==> config.mk <==
export PLATFORM = sky130hd
export DESIGN_NAME = text_dump_tx
export DESIGN_NICKNAME = d
export VERILOG_FILES = /design/src/rtl/text_dump_pkg.sv /design/src/rtl/text_dump_map.sv /design/src/rtl/text_dump_tx.sv
export SDC_FILE = /design/constraint.sdc
export NUM_CORES = 1
export LEC_CHECK = 0
export ABC_AREA = 1
export CORE_UTILIZATION = 30
export DETAILED_ROUTE_END_ITERATION = 10
export HOLD_SLACK_MARGIN = 0.1
export SLEW_MARGIN = 20
export SYNTH_ARGS = -nofsm -noshare
export SYNTH_HDL_FRONTEND = slang
export SYNTH_SLANG_ARGS = --single-unit
==> constraint.sdc <==
create_clock -name Clock -period 2.9 [get_ports Clock]
set_clock_uncertainty 0.2 [all_clocks]
set_input_delay 0.435 -clock Clock [delete_from_list [all_inputs] [get_ports Clock]]
set_output_delay 0.435 -clock Clock [all_outputs]
set_load 0.02 [all_outputs]
==> src/rtl/text_dump_pkg.sv <==
// rtl/text_dump_pkg.sv - shared protocol constants, RAM field positions and dump FSM encoding
//
// Purpose: constants shared by the screen read-back engine and the terminal's UART
// byte decoder, so both ends agree on the byte protocol and text RAM word layout.
// Ports: none (package).
package text_dump_pkg;

    // Byte protocol understood by the terminal's UART input
    localparam logic [7:0] CMD_NEWLINE     = 8'h0D;
    localparam logic [7:0] CMD_BACKSPACE   = 8'h7F;
    localparam int         COLOUR_FLAG_BIT = 7;
    localparam logic [7:0] COLOUR_FLAG     = 8'h80;

    // Text RAM word layout
    localparam int ATTR_MSB = 15;
    localparam int ATTR_LSB = 8;
    localparam int CHAR_MSB = 7;
    localparam int CHAR_LSB = 0;

    typedef enum logic [3:0] {
        ST_IDLE,
        ST_READ,
        ST_LATCH,
        ST_CHECK,
        ST_SEND_COL,
        ST_WAIT_COL,
        ST_SEND_CHR,
        ST_WAIT_CHR,
        ST_SEND_CR,
        ST_WAIT_CR,
        ST_DONE
    } dump_state_t;

endpackage

==> src/rtl/text_dump_map.sv <==
// rtl/text_dump_map.sv - character substitution and colour-command byte formatter
//
// Purpose: turns a stored cell into the bytes the terminal decoder will accept.
// Ports:
//   i_char        stored character byte
//   i_attr        attribute bits [6:0] (bit 7 is never transmitted)
//   o_char_byte   character to send; control-code aliases replaced by SUB_CHAR
//   o_colour_byte colour command byte (flag bit set, attribute in [6:0])
module text_dump_map
    import text_dump_pkg::*;
#(
    parameter logic [7:0] SUB_CHAR = 8'h3F
) (
    input  logic [7:0] i_char,
    input  logic [6:0] i_attr,
    output logic [7:0] o_char_byte,
    output logic [7:0] o_colour_byte
);

    logic w_alias;

    // Anything the decoder would interpret as a command must not pass through raw
    assign w_alias = (i_char == CMD_NEWLINE) || (i_char == CMD_BACKSPACE) ||
                     i_char[COLOUR_FLAG_BIT];

    assign o_char_byte   = w_alias ? SUB_CHAR : i_char;
    assign o_colour_byte = COLOUR_FLAG | {1'b0, i_attr};

endmodule

==> src/rtl/text_dump_tx.sv <==
// rtl/text_dump_tx.sv - text RAM read-back engine serialising the screen as UART bytes
//
// Purpose: on Start_i walks the text RAM row by row, emitting a colour command
// whenever the attribute changes (always before the first cell), each mapped
// character, and a newline after every row, using the UartTx Start/Done handshake.
// Ports:
//   Clock, Reset          clock, asynchronous active-high reset
//   Start_i               dump request (accepted in IDLE only)
//   Busy_o, Done_o        dump in progress / one-cycle completion pulse
//   RamAddr_o, RamData_i  text RAM read port (1-cycle read latency)
//   TxStart_o, TxData_o   byte request to UartTx
//   TxDone_i              UartTx completion pulse
module text_dump_tx
    import text_dump_pkg::*;
#(
    parameter int         COLUMNS    = 80,
    parameter int         ROWS       = 30,
    parameter int         ADDR_WIDTH = 12,
    parameter logic [7:0] SUB_CHAR   = 8'h3F
) (
    input  logic                  Clock,
    input  logic                  Reset,
    input  logic                  Start_i,
    output logic                  Busy_o,
    output logic                  Done_o,
    output logic [ADDR_WIDTH-1:0] RamAddr_o,
    input  logic [15:0]           RamData_i,
    output logic                  TxStart_o,
    output logic [7:0]            TxData_o,
    input  logic                  TxDone_i
);

    localparam int COL_W = $clog2(COLUMNS + 1);
    localparam int ROW_W = $clog2(ROWS + 1);

    localparam logic [COL_W-1:0]      COL_LAST = COL_W'(COLUMNS - 1);
    localparam logic [ROW_W-1:0]      ROW_LAST = ROW_W'(ROWS - 1);
    localparam logic [COL_W-1:0]      COL_ONE  = COL_W'(1);
    localparam logic [ROW_W-1:0]      ROW_ONE  = ROW_W'(1);
    localparam logic [ADDR_WIDTH-1:0] ADDR_ONE = ADDR_WIDTH'(1);

    dump_state_t      r_state;
    logic [COL_W-1:0] r_col;
    logic [ROW_W-1:0] r_row;
    logic [7:0]       r_attr;
    logic [7:0]       r_char;
    logic [7:0]       r_last_attr;
    logic             r_force_colour;

    logic [7:0] w_char_byte;
    logic [7:0] w_colour_byte;
    logic       w_tx_done;

    text_dump_map #(
        .SUB_CHAR (SUB_CHAR)
    ) u_map (
        .i_char        (r_char),
        .i_attr        (r_attr[6:0]),
        .o_char_byte   (w_char_byte),
        .o_colour_byte (w_colour_byte)
    );

    // A completion pulse coinciding with our own start pulse cannot belong to
    // the byte just requested, so it is not taken as that byte's Done.
    assign w_tx_done = TxDone_i && !TxStart_o;

    always_ff @(posedge Clock or posedge Reset) begin
        if (Reset) begin
            r_state        <= ST_IDLE;
            r_col          <= '0;
            r_row          <= '0;
            r_attr         <= '0;
            r_char         <= '0;
            r_last_attr    <= '0;
            r_force_colour <= 1'b1;
            Busy_o         <= 1'b0;
            Done_o         <= 1'b0;
            RamAddr_o      <= '0;
            TxStart_o      <= 1'b0;
            TxData_o       <= 8'h00;
        end else begin
            TxStart_o <= 1'b0;
            Done_o    <= 1'b0;
            case (r_state)
                ST_IDLE: begin
                    if (Start_i) begin
                        RamAddr_o      <= '0;
                        r_col          <= '0;
                        r_row          <= '0;
                        r_force_colour <= 1'b1;
                        Busy_o         <= 1'b1;
                        r_state        <= ST_READ;
                    end
                end
                // Address is already registered; this cycle presents it to the RAM
                ST_READ: r_state <= ST_LATCH;
                ST_LATCH: begin
                    r_attr  <= RamData_i[ATTR_MSB:ATTR_LSB];
                    r_char  <= RamData_i[CHAR_MSB:CHAR_LSB];
                    r_state <= ST_CHECK;
                end
                ST_CHECK: begin
                    if (r_force_colour || (r_attr != r_last_attr)) begin
                        r_state <= ST_SEND_COL;
                    end else begin
                        r_state <= ST_SEND_CHR;
                    end
                end
                ST_SEND_COL: begin
                    TxStart_o      <= 1'b1;
                    TxData_o       <= w_colour_byte;
                    r_last_attr    <= r_attr;
                    r_force_colour <= 1'b0;
                    r_state        <= ST_WAIT_COL;
                end
                ST_WAIT_COL: begin
                    if (w_tx_done) begin
                        r_state <= ST_SEND_CHR;
                    end
                end
                ST_SEND_CHR: begin
                    TxStart_o <= 1'b1;
                    TxData_o  <= w_char_byte;
                    r_state   <= ST_WAIT_CHR;
                end
                ST_WAIT_CHR: begin
                    if (w_tx_done) begin
                        if (r_col == COL_LAST) begin
                            r_state <= ST_SEND_CR;
                        end else begin
                            r_col     <= r_col + COL_ONE;
                            RamAddr_o <= RamAddr_o + ADDR_ONE;
                            r_state   <= ST_READ;
                        end
                    end
                end
                ST_SEND_CR: begin
                    TxStart_o <= 1'b1;
                    TxData_o  <= CMD_NEWLINE;
                    r_state   <= ST_WAIT_CR;
                end
                ST_WAIT_CR: begin
                    if (w_tx_done) begin
                        if (r_row == ROW_LAST) begin
                            r_state <= ST_DONE;
                        end else begin
                            r_col     <= '0;
                            r_row     <= r_row + ROW_ONE;
                            RamAddr_o <= RamAddr_o + ADDR_ONE;
                            r_state   <= ST_READ;
                        end
                    end
                end
                ST_DONE: begin
                    Done_o  <= 1'b1;
                    Busy_o  <= 1'b0;
                    r_state <= ST_IDLE;
                end
                default: r_state <= ST_IDLE;
            endcase
        end
    end

endmodule

# Yosys cells after proc, flatten, opt, wreduce, memory -nomap -nowiden

Index checks and enable logic that the tools add are counted.

Word-level logic and storage cells: 84
Flip-flop bits (word level): 64
Input port bits: 20
Output and inout port bits: 23

Equal/unequal tests: 21
Muxes and demuxes: 31
Add/subtract/negate cells: 3
Reduce and logical (&&, ||, !) cells: 17

Operators by type and width:

| kind                    | number |
|---|---|
| $mux W12                | 5 |
| $pmux W4 S10            | 1 |
| $pmux W12 S3            | 1 |
| $mux W7                 | 5 |
| $mux W4                 | 6 |
| $pmux W8 S3             | 1 |
| $pmux W7 S3             | 1 |
| $eq A4 B3 Y1 const B    | 4 |
| $mux W5                 | 3 |
| $add A12 B1 Y12 const B | 1 |
| $eq A4 B4 Y1 const B    | 3 |
| $ne A2 B2 Y1 const B    | 6 |
| $pmux W5 S2             | 1 |
| $eq A4 B2 Y1 const B    | 2 |
| $eq A8 B4 Y1 const B    | 1 |
| $eq A8 B7 Y1 const B    | 1 |
| $mux W8                 | 1 |
| $ne A8 B8 Y1            | 1 |
| $reduce_and A4 Y1       | 2 |
| $add A7 B1 Y7 const B   | 1 |
| $eq A7 B7 Y1 const B    | 1 |
| $reduce_and A6 Y1       | 1 |
| $reduce_bool A2 Y1      | 3 |
| $reduce_bool A3 Y1      | 2 |
| other kinds (12)        | 18 |

# Longest topological paths before layout

Gate-level depths: netlist of run 1.

Depth in word-level cells: 5
Gate-level depth with buffers: 11
Mapped depth without buffers: 11

# By module

From an unflattened synthesis of run 1, not the netlist that was laid out.

Cell total of the unflattened synthesis: 469
Area, all modules: 3,599.7 µm²

Modules (own cells, without submodules):

| module        | cells an instance | sequential area each (µm²) | area an instance (µm²) | instances |
|---|---|---|---|---|
| text_dump_tx  | 431               | 1,602.8                    | 3,394.5                | 1 |
| text_dump_map | 38                | 0.0                        | 205.2                  | 1 |

# Worst setup path after synthesis of run 1

OpenSTA, ideal clock, no wires.

Path kind: reg2reg
From: register r_row[0]
To: register RamAddr_o[8]
Arrival time: 1.290 ns
Slack: 1.283 ns
Clock period less this slack: 1.617 ns
Stages on the path, launching flop included: 11
Required time: 2.573 ns
Setup time: 0.127 ns
Buffers on the path: 1
Path through: dfrtp_1 -> ha_1 -> nand2_1 -> nor2_1 -> nand2_1 -> nand2_1 -> nor2_2 -> nand2_4 -> buf_6 -> nand2_1 -> o21ai_0

Longest elaborated chain between the ends: 3

Ends and longest elaborated chain:

| element                            | RTL line            | RTL |
|---|---|---|
| start: declaration                 | text_dump_tx.sv:44  | `logic [ROW_W-1:0] r_row;` |
| start signal: assignment           | text_dump_tx.sv:148 | `r_row <= r_row + ROW_ONE;` |
| $eq A5 B5 Y1                       | text_dump_tx.sv:144 | `if (r_row == ROW_LAST) begin` |
| $ne A2 B2 Y1 (no source line)      | --                  |  |
| $reduce_and A6 Y1 (no source line) | --                  |  |
| end signal: assignment             | text_dump_tx.sv:132 | `RamAddr_o <= RamAddr_o + ADDR_ONE;` |
| end signal: assignment             | text_dump_tx.sv:149 | `RamAddr_o <= RamAddr_o + ADDR_ONE;` |
| end: declaration                   | text_dump_tx.sv:26  | `output logic [ADDR_WIDTH-1:0] RamAddr_o,` |

Every way passes these cells.
A chain may end at the register's enable or synchronous reset.

# Worst setup path after layout of run 1

From: register RamAddr_o[7]
To: output RamAddr_o[7]

No word-level cell between the ends.

==> results.md, run 1 <==
- Routed length per placed instance: around 11 µm
- Syn_area_per_cell: roughly 7.4 µm²
- Crit path launch: RamAddr_o[7]
- Most frequent cells in the layout: nand2_1 (158), dfrtp_1 (63), nor2_1 (57)
- CTS tree: built
- Wirelength, routed: ~7.5 mm
- Post-Place Worst Slack: between 0.7 and 0.8 ns
- CP bufs+invs: 1
- Crit path time final: 2.086 ns
- Post-synth cell types: 29
- Max_slew headroom: 55.25%
- R2R Path End: r_col[4]
- Commonest non-fill, non-tap cell in the layout: nand2_1
- Layout cells sized above 1: between 6 and 7%
- Via density: about 4.6
- Starting Density: 31.13%
- Drt first pass iters: 4
- Initial antenna violation count: 0
- R2r startpoint: r_col[0]
- Area share of the largest cell type after synthesis: about 46%
- IO Pins: 43
- ANT cells: 0
- Footprint of the multi-input gates: around 1600 µm²
- Top Family by Delay on Critical Path: buffers and inverters
- Fillers: 1,132
- Synth warn: 0
- CP arrival: about 1.5 ns
- Die ar.: 11,830 µm²
- Hold buffers post-CTS: 0
- Die Ht: between 100 and 150 µm
- Area leader, netlist: dfrtp_1
- Post-route ant nets: 0
- Post-Syn Nets: about 500
- Setup Crit Path Kind: reg -> out
- Placer congestion estimate: 0.7933
- Reg-to-reg setup timing slack: approximately 0.9 ns
- Hold Crit Class: in -> async
- RSZ-0062 raised after global routing: no
- Status: finished, final reports clean
- P&R area growth vs syn: 25.43%
- Chip Width: 108.8 µm
- Yosys reg bits: 64
- CTS Buffer Depth: 2
- Mapped Area: 3420 µm²
- H-Tree Depth: 3
- Grt total ovfl: 0
- Core ar.: 10,980 µm²
- Largest net degree at the start of global routing: 39
- Initial drt markers: about 160
- Crit Path Max Fanout: 7
- Power per cell area: 913.6 nW/µm²
- IO Port Bufs: between 40 and 50
- Startpoint Class: register
- VDD IR max: between 0.4 and 0.5 mV
- Register area: between 1500 and 2000 µm²
- Max incr delay on CP: around 0.65 ns
- Latest clock arrival within the worst-skew pair: 0.33 ns
- Num rows: 38
- Max cap viols: 0
- Nets@finish: approximately 540
- Number of global-route vias before repair: slightly below 3k
- Gr usage total: between 10% and 20%
- CTS root buf: clkbuf_16
- TNS Setup: 0 ns
- Reg2reg path depth: 8
- Final core utilization: around two fifths
- PnR Total Power: between 3 and 4 mW
- Final setup violation count: 0
- Cts repair resizes: 0
- Clock slew at reported path FFs: 0.05 ns
- Period utilization: 71.92%
- Synth area leaders: dfrtp_1 (46%), nand2_1 (17%), nor2_1 (6.3%), inv_1 (5.8%), o21ai_0 (3.5%)
- Count of pins over their slew limit: 0
- Crit-path cells: clkdlybuf4s50_1
- CP max stage cell: clkdlybuf4s50_1
- Fmax: around 480 MHz
- Fin. Hold Viols: 0
- Worst setup margin: around 0.81 ns
- Total CTS buffers: 9
- Drt drc: 0
- CTS Sinks: 64
- Worst setup EP type: output pin
- Pleak: a little over 2 nW
- Worst Tran Pin Value: ~0.67 ns
- First-pass GRT wire length: 13.25 mm
- Critical Path RT: between 2 and 2.5 ns
- Post-synthesis sequential area ratio: 46.87%
- Post-CTS Setup Inserts: 0
- Post-detail-place hpwl: approximately 5.3 mm
- Via Count: approximately 3k
- Synth Instances: ~470
==> sequential cells by signal, indices dropped and copies added (netlist names) <==
register        flops
Busy_o              1
Done_o              1
RamAddr_o          12
TxData_o            8
TxStart_o           1
r_attr              8
r_char              8
r_col               7
r_force_colour      1
r_last_attr         8
r_row               5
r_state             4
==> how the worst max path moves through the flow <==
stage / endpoint / slack [ns] / cells after the start
6_report: RamAddr_o[7] / 0.81 / 1
4_1_cts: RamAddr_o[7] / 0.80 / 1
3_3_place_gp: RamAddr_o[7] / 0.78 / 9
2_1_floorplan: Busy_o / 0.67 / 1
5_1_grt: r_col[5] / 0.66 / 8
3_5_place_dp: r_col[4] / 0.73 / 9
==> cells by family after synthesis <==
group | count (synthesis) | synth area share (%)
flip-flops | 64 | 46.87
AND/OR/NAND/NOR | 259 | 31.25
adder cells (fa/ha/maj) | 4 | 1.464
XOR/XNOR | 11 | 2.817
multiplexers | 2 | 0.6586
AO/OA/AOI/OAI | 61 | 9.148
buffers and inverters | 64 | 7.793
==> power breakdown <==
part	internal [mW]	switching, mW	leakage [nW]	total (mW)
logic	0.514	0.935	1.10	1.45
registers	1.18	0.207	0.801	1.39
clock network	0.687	0.394	0.145	1.08
total	2.38	1.54	2.04	3.92
==> through the flow <==
stage,hold slack (ns),cell area (µm²),std cells
finish,0.1389,4289,657
global route,0.1629,4289,657
CTS,0.1539,4289,657
detailed placement,0.2731,3990,641
global placement,0.2713,3990,641
floorplan,0.2549,3420,465
==> cell usage after synthesis (all sizes together) <==
library cell  count
nand2           161
dfrtp            63
nor2             62
inv              54
o21ai            38
nand3            22
a21oi            20
xor2             10
nand4             8
buf               7
ha                4
or2               3
clkbuf            2
mux2              2
nor3              2
o21bai            2
a21o              1
clkinv            1
dfstp             1
nand3b            1
xnor2             1
==> routing by layer <==
layer	GRT usage [%]	share of wire, %
met5	0	0
met4	5.405	1.5
met3	3.766	4.9
met2	23.92	46
met1	17.61	47
==> final cells by class <==
class / count / area share (%)
clock buffer: 11 / 5.659
clock inverter: 5 / 1.313
inverter: 55 / 4.813
multi-input combinational: 337 / 36.14
sequential: 64 / 37.37
tap: 140 / 4.084
timing repair buffer: 45 / 10.62
(Power assumes the default switching activity.)
==> run 2, diff against run 1 <==
Clock period 2.9 ns to 1.7 ns, I/O delays scaled along.
==> results.md, run 2 (same netlist as run 1, synthesis figures left out) <==
- Status: finished, final reports clean
- Die ar.: 11,830 µm² (unchanged)
- Internal Power: 4.308 mW (+81%)
- Post-Place Worst Slack: -0.1513 ns (-0.8862 ns)
- Final setup violation count: 0 (unchanged)
- Crit path launch: r_state[2]
- IO Port Bufs: 42 (unchanged)
- Chip Width: 108.8 µm (unchanged)
- Hold Crit Class: in -> async
- Max cap viols: 0 (unchanged)
- Pleak: 2.341 nW (+15%)
- Critical Path RT: 1.75 ns (-0.52 ns)
- RSZ-0062 raised after global routing: yes
- VDD IR max: 0.7204 mV (+50%)
- Max incr delay on CP: 0.46 ns (-0.19 ns)
- Initial antenna violation count: 0 (unchanged)
- Worst setup EP type: register
- Most frequent cells in the layout: nand2_1 (148), dfrtp_1 (59), nor2_1 (52)
- Nets@finish: 577 (+7.6%)
- Crit path time final: 1.691 ns
- Post-route ant nets: 0 (unchanged)
- Reg2reg path depth: 8 (unchanged)
- CTS Buffer Depth: 2 (unchanged)
- Startpoint Class: register
- CTS root buf: clkbuf_16
- Largest net degree at the start of global routing: 65 (+67%)
- Commonest non-fill, non-tap cell in the layout: nand2_1
- IO Pins: 43 (unchanged)
- Fin. Hold Viols: 0 (unchanged)
- Initial drt markers: 134 (-17%)
- Core ar.: 10,980 µm² (unchanged)
- Post-detail-place hpwl: 5.578 mm (+4.5%)
- Starting Density: 31.13% (unchanged)
- Switching power: 2.885 mW (+88%)
- Clock network power share: 23.8% (-3.8 points)
- Drt drc: 0 (unchanged)
- Reg-to-reg setup timing slack: 0.009 ns (-0.89 ns)
- Number of global-route vias before repair: 3,001 (+3.5%)
- Worst setup path endpoint: RamAddr_o[10]
- Via density: 4.595 (-0.83%)
- Crit-path cells: inv_2 -> nand2_4 -> nor2_4 -> nor2_1 -> nand2_1 -> nand2_4 -> buf_12 -> o21ai_0
- First-pass GRT wire length: 13.60 mm (+2.6%)
- Die Ht: 108.8 µm (unchanged)
- R2R Path End: RamAddr_o[10]
- CTS tree: built
- Wirelength, routed: 8.120 mm (+8.8%)
- TNS Setup: 0 ns (unchanged)
- Combinational power share: 43.0% (+6.0 points)
- Layout cells sized above 1: 18.64% (+12 points)
- Drt first pass iters: 5 (+1)
- Max_slew headroom: 76.33% (+21 points)
- P&R area growth vs syn: 37.80%
- Latest clock arrival within the worst-skew pair: 0.33 ns (about the same)
- Num rows: 38 (unchanged)
- Crit Path Max Fanout: 12 (+5)
- Period utilization: between 90% and 100%
- Placer congestion estimate: 0.8133 (+2.5%)
- Cell mode on critical path: nand2_4
- Count of pins over their slew limit: 0 (unchanged)
- Sw Share: 40.11% (+0.90 points)
- CP arrival: 1.74 ns (+0.29 ns)
- H-Tree Depth: 3 (unchanged)
- Total CTS buffers: 9 (unchanged)
- ANT cells: 0 (unchanged)
- Power per cell area: 1527 nW/µm² (+67%)
- Setup Crit Path Kind: reg -> reg
- Largest Register: RamAddr_o
- CP max stage cell: dfrtp_2
- Sequential Power Share: 33.2% (-2.2 points)
- Worst setup margin: 0.009381 ns (-0.8048 ns)
- Fmax: approximately 600 MHz
- Max reg flops: 12 (unchanged)
- Via Count: 3,207 (+5.4%)
- Routed length per placed instance: 11.63 µm (+2.4%)
- R2r startpoint: r_state[2]
- CTS Sinks: 64 (unchanged)
- Clock slew at reported path FFs: 0.06 ns (about the same)
- Gr usage total: 14.68% (+0.38 points)
- Worst Tran Pin Value: 0.3551 ns (-0.3145 ns)
- Hold buffers post-CTS: 0 (unchanged)
- Fillers: 1,113 (-1.7%)
- Grt total ovfl: 0 (unchanged)
-- run 2: changes by cell type in the layout (fill, tap and decap cells not counted), moves of 5 or more --
| cell | previous run | this run |
|---|---|---|
| buf_4 | 2 | 37 |
| clkdlybuf4s50_1 | 42 | 19 |
| dlygate4sd2_1 | 0 | 23 |
| inv_2 | 2 | 7 |
| nand2_1 | 158 | 148 |
| nor2_1 | 57 | 52 |
| nand2_2 | 2 | 9 |
| inv_1 | 52 | 46 |
-- run 2: per-layer routing --
layer | up-vias | share of wire (%) | track usage, %
met5 | - | 0 | 0
met4 | 0 | 1.1 | 5.695
met3 | 8 | 3.7 | 2.989
met2 | 62 | 50 | 25.18
met1 | 1494 | 45 | 18.04
li1 | 1643 | - | -
-- run 2: stage by stage --
stage                     instances  area (µm²)  total power [mW]  hold slack (ns)  util (%)
after detailed placement        674        4267             5.261           0.2716     38.85
after global placement          674        4267             5.189           0.2704     38.85
after floorplan                 465        3423             4.202           0.1779         -
final                           698        4712             7.194           0.1681     42.90
after global routing            698        4712             7.783           0.2231     42.90
after CTS                       690        4523             6.948           0.1854     41.18
-- run 2: critical path, delay by kind of cell (launching register included) --
| kind | cells | cell delay (ns) |
|---|---|---|
| DFF | 1 | 0.46 |
| and+or+nand+nor | 5 | 0.56 |
| buffers and inverters | 2 | 0.23 |
| AOI/OAI and AO/OA | 1 | 0.16 |
-- run 2: cell type report --
cell class	instances	area, µm²	share of cell area [%]
multi-input cells	337	1633	34.65
clock buffers	9	225.2	4.780
well taps	140	175.2	3.717
clock inverters	7	55.05	1.168
repair buffers	86	805.8	17.10
inverters	55	210.2	4.461
flip-flops and latches	64	1608	34.12
-- run 2: worst min path at each step --
stage                           endpoint  cells after the start         from
after floorplan           r_force_colour                      2      Start_i
after global placement       TxData_o[7]                      2  TxData_o[7]
after detailed placement     TxData_o[7]                      2  TxData_o[7]
after CTS                      r_char[2]                      3        Reset
after global routing      r_last_attr[5]                      3        Reset
final                      RamAddr_o[10]                      3        Reset
-- run 2: power groups by stage --
stage               Sequential [mW]  Clock (mW)  Combinational (mW)
floorplan                      2.44           0                1.76
global placement               2.36           0                2.83
detailed placement             2.37           0                2.89
CTS                            2.35        1.76                2.84
global route                   2.45        1.83                3.51
finish                         2.39        1.71                3.09
-- run 2: timing repair --
| item | 4_1_cts | 5_1_grt |
|---|---|---|
| pin swaps | 1 | 9 |
| gates resized for setup | 25 | 37 |
| setup buffers | 0 | 6 |
| cloned | 0 | 2 |
| setup endpoints to repair | 47 | 45 |
